$ cat src/rtl/divisor_prog.sv
// divisor_prog: multi-channel programmable clock divider with glitch-free ratio update
module divisor_prog #(
    parameter int N_CH = 4,
    parameter int W = 16,
    parameter int DEF_DIV = 2,
    localparam int CW = (N_CH > 1) ? $clog2(N_CH) : 1
) (
    input  logic            clk,
    input  logic            rst_n,
    input  logic [N_CH-1:0] en_i,
    input  logic            sync_i,
    input  logic            cfg_we_i,
    input  logic [CW-1:0]   cfg_ch_i,
    input  logic [W-1:0]    cfg_div_i,
    output logic [N_CH-1:0] clk_div_o,
    output logic [N_CH-1:0] tick_o,
    output logic [N_CH-1:0] pend_o
);
    logic [N_CH-1:0]         run_q, run_d, pend_q, pend_d, bnd, wr;
    logic [N_CH-1:0][W-1:0]  cnt_q, cnt_d, act_q, act_d, sh_q, sh_d;

    // Next state: shadow takes writes, pending ratio moves to active only at a period boundary
    always_comb begin
        run_d = en_i;
        bnd = '0;
        wr = '0;
        cnt_d = cnt_q;
        act_d = act_q;
        sh_d = sh_q;
        pend_d = pend_q;
        for (int c = 0; c < N_CH; c++) begin
            wr[c] = cfg_we_i && (cfg_ch_i == CW'(c));
            bnd[c] = !run_q[c] || (act_q[c] == '0) || sync_i || (cnt_q[c] == act_q[c] - W'(1));
            cnt_d[c] = bnd[c] ? '0 : cnt_q[c] + W'(1);
            act_d[c] = (bnd[c] && pend_q[c]) ? sh_q[c] : act_q[c];
            sh_d[c] = wr[c] ? cfg_div_i : sh_q[c];
            pend_d[c] = wr[c] || (pend_q[c] && !bnd[c]);
        end
    end

    // State registers; reset drops any pending write
    always_ff @(posedge clk or negedge rst_n) begin
        if (!rst_n) begin
            run_q <= '0;
            pend_q <= '0;
            cnt_q <= '0;
            act_q <= {N_CH{W'(DEF_DIV)}};
            sh_q <= {N_CH{W'(DEF_DIV)}};
        end else begin
            run_q <= run_d;
            pend_q <= pend_d;
            cnt_q <= cnt_d;
            act_q <= act_d;
            sh_q <= sh_d;
        end
    end

    // Outputs decoded purely from flops: high for the first ceil(R/2) counts, tick at count 0
    always_comb begin
        tick_o = '0;
        clk_div_o = '0;
        for (int c = 0; c < N_CH; c++) begin
            tick_o[c] = run_q[c] && (act_q[c] != '0) && (cnt_q[c] == '0);
            clk_div_o[c] = run_q[c] && (act_q[c] != '0) &&
                           ({1'b0, cnt_q[c]} < (({1'b0, act_q[c]} + (W+1)'(1)) >> 1));
        end
    end

    assign pend_o = pend_q;
endmodule

$ cat config.mk
export PLATFORM = sky130hd
export DESIGN_NAME = divisor_prog
export DESIGN_NICKNAME = d
export VERILOG_FILES = /design/src/rtl/divisor_prog.sv
export SDC_FILE = /design/constraint.sdc
export NUM_CORES = 1
export LEC_CHECK = 0
export ABC_CLOCK_PERIOD_IN_PS = 3900
export BUFFER_PORTS_ARGS = -buffer_cell sky130_fd_sc_hd__buf_2
export CELL_PAD_IN_SITES_DETAIL_PLACEMENT = 0
export CELL_PAD_IN_SITES_GLOBAL_PLACEMENT = 2
export CORE_MARGIN = 5
export CORE_UTILIZATION = 41
export DETAILED_ROUTE_END_ITERATION = 6
export GPL_TIMING_DRIVEN = 0
export HOLD_SLACK_MARGIN = 0.05
export PLACE_DENSITY = 0.89
export SYNTH_ARGS = -nofsm -noshare
export SYNTH_HDL_FRONTEND = slang
export SYNTH_SLANG_ARGS = --single-unit
$ cat constraint.sdc
create_clock -name clk -period 3.9 [get_ports clk]
set_input_delay 0.195 -clock clk [delete_from_list [all_inputs] [get_ports clk]]
set_output_delay 0.195 -clock clk [all_outputs]
set_load 0.02 [all_outputs]
==> results of run 1 <==
sequential cells by signal, indices dropped and copies added (netlist names):
register  flops
run_q         4
pend_o        4
sh_q         64
cnt_q        64
act_q        64
power breakdown:
group	internal (mW)	total, mW	leakage, nW	switching [mW]
sequential	2.39	2.64	2.43	0.248
combinational	1.08	2.51	3.71	1.43
clock	0.873	1.84	0.296	0.967
per-layer routing:
| layer | up-vias | part of all wire | global-route usage |
|---|---|---|---|
| li1 | 5742 | - | - |
| met5 | - | 0 | 0 |
| met1 | 5817 | 0.49 | 0.290 |
| met2 | 212 | 0.46 | 0.317 |
| met4 | 0 | 0.017 | 0.0553 |
| met3 | 35 | 0.031 | 0.0266 |
synth_stat cells (6+ instances only):
cell and instances:
xor2_1 49, and3_1 21, dfrtp_1 192, nor3_1 85
a21o_1 25, a211oi_1 11, nand2_1 107, o311ai_1 6
nor4b_1 7, buf_2 13, mux2_2 72, o31ai_1 8
mux2_4 10, nor4_1 21, o21ai_0 25, inv_1 71
dfstp_2 8, nand2b_1 12, nand3_1 94, nor2_1 94
clkbuf_1 101, or4_1 6, a31oi_1 43, or2_2 8
xnor2_1 128, nor2b_1 6, ha_1 76, nand4_1 29
a311o_1 16, mux2i_1 8, a21oi_1 16, o311ai_0 26
o22ai_1 50, or3_1 11
how the worst max path moves through the flow:
stage,from,end,slack (ns),cells after the start
global route,act_q[34],clk_div_o[2],-0.005,14
floorplan,act_q[18],clk_div_o[1],0.76,12
finish,act_q[53],clk_div_o[3],0.24,15
CTS,act_q[1],clk_div_o[0],0.02,13
global placement,rst_n,cnt_q[59],-0.95,1
detailed placement,act_q[25],cnt_q[25],-0.02,9
worst register-to-register path: cells and delay by family (launching register included):
| family | cells | cell delay (ns) |
|---|---|---|
| buf+inv | 4 | 0.92 |
| compound gates | 3 | 0.90 |
| simple gates | 4 | 0.85 |
| flops | 1 | 0.53 |
| fa+ha+maj | 1 | 0.31 |
area by class of cell:
class	instances	area, um^2	share of cell area
buffer	117	492	0.0313
multi-input combinational	1152	8430	0.537
tap	455	569	0.0363
timing repair buffer	48	318	0.0202
sequential	200	5020	0.320
inverter	72	270	0.0172
clock buffer	17	425	0.0271
clock inverter	15	178	0.0113
timing repair:
action,CTS,global route
endpoints found under the hold margin,98,0
setup endpoints to repair,13,35
hold buffers,7,0
pin swaps,0,2
buffers inserted,0,3
gates resized for setup,6,26
kinds of logic after synthesis:
family	Yosys count
XOR/XNOR	178
AND/OR/NAND/NOR	537
buffers and inverters	195
multiplexers	90
flip-flops	200
AO/OA/AOI/OAI	271
adder cells (fa/ha/maj)	76
metrics by stage:
stage / instances / setup slack, ns / TNS [ns] / hold slack [ns] / area, um^2
after floorplan: 1547 / 0.762 / 0 / -0.101 / 14100
final: 2076 / 0.245 / 0 / 0.0705 / 15700
after CTS: 2076 / 0.0199 / 0 / 0.0524 / 15600
after global routing: 2076 / -0.00461 / -0.00461 / 0.0569 / 15700
after detailed placement: 2040 / -0.0234 / -0.0939 / 0.295 / 14900
after global placement: 2039 / -0.953 / -176.96 / 0.303 / 14900
==> results.cfg, run 1 <==
[synth]
synth-edff-count = 0
synth-seq-cells = 200
synth_top_area_share = 0.340
synth_fa_ha_area_frac = 0.0673
syn-mean-instance-area_um2 = 9.13
synth_warnings = 0
synthArstFlopShare = 1.00
synthXorXnorAreaFrac = 0.111
synth_top_family_by_area = simple AND/OR/NAND/NOR gates
syn_inst = 1547
synthTopCellsByArea = dfrtp_1 (34%), xnor2_1 (7.9%), ha_1 (6.7%)
synth_fp_nets = 1649
seq_area_frac_synth = 0.355
synth_simple_gate_area_frac = 0.197
synthFlopType = dfrtp_1
yosys.area.top_type = dfrtp_1
synth_compound_gate_area_share = 0.141
synth_cell_types = 80
synth_mux_area_frac = 0.0737
netlist_area_um2 = 14100

[critical_path]
crit_family = simple AND/OR/NAND/NOR gates
crit_top_cell = nand3_1
cp-start-kind = flip-flop
worst-endpoint-required_ns = 3.70
r2r-end = cnt_q[25]
crit_fanout = 8
path_buf_inv = 2
crit_slowest_cell = dfrtp_1
critPathArrivalTime_ns = 3.46
r2r_cells = 12
r2r-start = act_q[17]
regToRegSetupSlack_ns = 0.26
path_cells = buf_2, nand3_1, nor2_1, nand3_1, nor2_2, and4_2, nand3_1, xor2_1, ha_1, a21o_1, a21o_1, a211oi_1, o21ai_0, a21oi_1, buf_2
max_stage_delay_ns = 0.32
critPathKind = flip-flop to output port
worst_setup_path_end_kind = output port

[clocking]
clock_latency_ns = 0.46
clk_pin_slew_ns = 0.09
clockBufferDepth = 2
clock-sinks = 200
cts_tree = done
numCtsBuffers = 17
h-tree-depth = 4
cts_root_buffer = clkbuf_16

[layout]
drive_gt1_frac = 0.145
fill_cells = 3331
layout_common_cells = dfrtp_1 (189), xnor2_1 (128), nand2_1 (107)
area_growth_pct = 11.1
antenna_cells = 0
final_common_cell = dfrtp_1
nets = 1710
final_util = 0.458

[min_path]
hp-class = input port to flip-flop
whs_endpoint = sh_q[63]
holdPathStages = 2
min-delay-start = cfg_div_i[15]

[timing]
fin_skew_ns = 0.0132
max_freq_mhz = 274
fin_crit_sh = 0.937
slew_headroom = 0.336
worst_slew_pin_slew_ns = 0.994
slew_viol_final = 0
finalHoldViolCount = 0
finalSetupViolCount = 0
finalCriticalPeriod_ns = 3.66

[route]
wl_per_cell_um = 18.6
wl_um = 38700
vias_per_cell = 5.69
drt_iter0_drc = 752
dr.pass1.iters = 5
antenna_left = 0
post-route-drc-count = 0
via_count = 11806

[floorplanning]
start_util = 0.412
die_area_um2 = 38300
design.core.area_um2 = 34300
die-width_um = 196
pin_count = 38
die_h_um = 196
rows = 68

[power_and_ir_drop]
leakage_nw = 6.43
vdd_drop_max_mv = 0.346
power_mw = 6.99
powerDensity_nw_per_um2 = 445

[placed_design]
gp_congestion = 0.822
place.port_buffers = 37
hpwl_um = 28400

[global_route]
grt_pass1_vias = 11472
grt_pass1_wl_um = 63200
antenna_found_initial = 0
grt_max_degree = 110
grt_overflow_total = 0
grtUsageTotal = 0.201

[flow_run]
maxCapViolations = 0

[run_status]
outcome = finished, final reports clean
Power figures use the tool's default switching activity.
==> run 2: changes to the inputs <==
--- a/config.mk
+++ b/config.mk
@@ -11,8 +11,9 @@
 export CELL_PAD_IN_SITES_GLOBAL_PLACEMENT = 2
 export CORE_MARGIN = 5
 export CORE_UTILIZATION = 41
+export CTS_BUF_LIST = sky130_fd_sc_hd__clkbuf_16
 export DETAILED_ROUTE_END_ITERATION = 6
-export GPL_TIMING_DRIVEN = 0
+export GPL_ROUTABILITY_DRIVEN = 0
 export HOLD_SLACK_MARGIN = 0.05
 export PLACE_DENSITY = 0.89
 export SYNTH_ARGS = -nofsm -noshare
==> run 2 against run 1 <==
Net effect: global-route usage decreased by 1.4 points; sequential share of layout area is 0.78 points higher; die area did not move; first-iteration DRC count increased by 20%; worst hold slack better by 0.023 ns; flip-flop and latch count did not move; largest power group unchanged; highest routed layer unchanged.
==> results.cfg, run 2 (synthesized netlist as in run 1, its figures left out) <==
[clocking]
clk_pin_slew_ns = 0.08
cts_root_buffer = clkbuf_16
clock_latency_ns = 0.45
clockBufferDepth = 2
cts_tree = done
clock-sinks = 200
numCtsBuffers = 17
h-tree-depth = 4

[global_route]
grt_max_degree = 93
grtUsageTotal = 0.186
antenna_found_initial = 1
grt_pass1_vias = 11113
grt_overflow_total = 0
grt_pass1_wl_um = 59200

[critical_path]
critPathKind = flip-flop to output port
crit_fanout = 8
critPathArrivalTime_ns = 3.49
cp-start-kind = flip-flop
worst-endpoint-required_ns = 3.70
r2r-end = act_q[41]
r2r_cells = 9
regToRegSetupSlack_ns = 0.50
r2r-start = act_q[32]
worst_setup_path_end_kind = output port

[timing]
finalCriticalPeriod_ns = 3.69
slew_headroom = 0.228
finalSetupViolCount = 0
fin_skew_ns = 0.0141
fin_crit_sh = 0.946
max_freq_mhz = 271
worst_slew_pin_slew_ns = 1.15
tns_ns = 0
finalHoldViolCount = 0
slew_viol_final = 0
worst_slack_ns = 0.212
rsz0062_at_grt = false

[route]
antenna_left = 0
wl_per_cell_um = 18.0
post-route-drc-count = 0
via_count = 11358
dr.pass1.iters = 5
drt_iter0_drc = 901
vias_per_cell = 5.73
wl_um = 35800

[floorplanning]
pin_count = 38
design.core.area_um2 = 34300
die-width_um = 196
die_area_um2 = 38300
start_util = 0.412
die_h_um = 196
rows = 68

[power_and_ir_drop]
power_mw = 6.81
intPower_mw = 4.34
powerDensity_nw_per_um2 = 444
leakage_nw = 6.31
vdd_drop_max_mv = 0.345
comb_power_share = 0.315
p_sw_frac = 0.363
switchingPower_mw = 2.47
pwr-share-clk = 0.260
p_seq_frac = 0.425

[min_path]
holdPathStages = 2
min-delay-start = cfg_div_i[5]
hp-class = input port to flip-flop
whs_endpoint = sh_q[5]

[layout]
nets = 1617
final_common_cell = dfrtp_1
antenna_cells = 0
post-route-cell-area_um2 = 15300
final_util = 0.447
drive_gt1_frac = 0.157
area_growth_pct = 8.54
fill_cells = 3326
largestRegisters = act_q x64, cnt_q x64, sh_q x64
layout_common_cells = dfrtp_1 (185), xnor2_1 (128), nand2_1 (107)

[flow_run]
maxCapViolations = 0

[placed_design]
place.port_buffers = 37
hpwl_um = 25700
dpl_cell_area_um2 = 14600
dp_slack_ns = 0.453

[run_status]
outcome = finished, final reports clean
## run 2: power groups by stage
stage,logic [mW],clock network [mW],registers (mW)
2_1_floorplan,1.95,0,2.56
3_3_place_gp,2.00,0,2.94
3_5_place_dp,2.05,0,2.95
4_1_cts,2.07,1.82,2.91
5_1_grt,2.41,1.90,2.96
6_report,2.14,1.77,2.90
## run 2: worst max-delay path by stage
stage	cells past startpoint	to	startpoint
6_report	13	clk_div_o[3]	act_q[49]
2_1_floorplan	12	clk_div_o[1]	act_q[18]
3_3_place_gp	12	clk_div_o[1]	act_q[18]
4_1_cts	13	clk_div_o[0]	act_q[1]
3_5_place_dp	12	clk_div_o[1]	act_q[18]
5_1_grt	13	clk_div_o[0]	act_q[1]
## run 2: layout make-up
type / count / area (um^2) / area share
Timing Repair Buffer: 72 / 482 / 0.0314
Inverter: 72 / 270 / 0.0176
Clock buffer: 17 / 425 / 0.0277
Tap cell: 455 / 569 / 0.0371
Clock inverter: 15 / 144 / 0.00938
Multi-Input combinational cell: 1152 / 8420 / 0.549
Sequential cell: 200 / 5020 / 0.328
## run 2: per-stage QoR
step	cells	hold WS, ns
detailed placement	1938	0.306
global placement	1938	0.306
floorplan	1547	-0.101
global route	1983	0.0811
finish	1983	0.0937
CTS	1975	0.0785
## run 2: what timing repair did
| item | in CTS | in global routing |
|---|---|---|
| gates resized for setup | 1 | 16 |
| hold buffers | 5 | 0 |
| pin swaps | 0 | 1 |
| setup buffers | 0 | 8 |
| endpoints found under the setup margin | 1 | 4 |
| hold endpoints to repair | 89 | 0 |
## run 2: metal layers
metal  vias up  GRT usage  wire length, um
met5         -          0                0
met4         0     0.0450              638
met3        45     0.0235             1060
met2       186      0.301            16500
met1      5571      0.268            17500
li1       5556          -                -
## run 2: critical path, stage by stage (launching register included)
cell and delay (ns):
dfstp_2 0.61, ha_2 0.23, inv_1 0.07, nor2_2 0.17, and4_2 0.30, nand3_1 0.10
xor2_1 0.17, ha_1 0.31, a21o_1 0.18, a21o_1 0.17, a211oi_1 0.23, o21ai_0 0.12
a21oi_1 0.19, buf_2 0.20
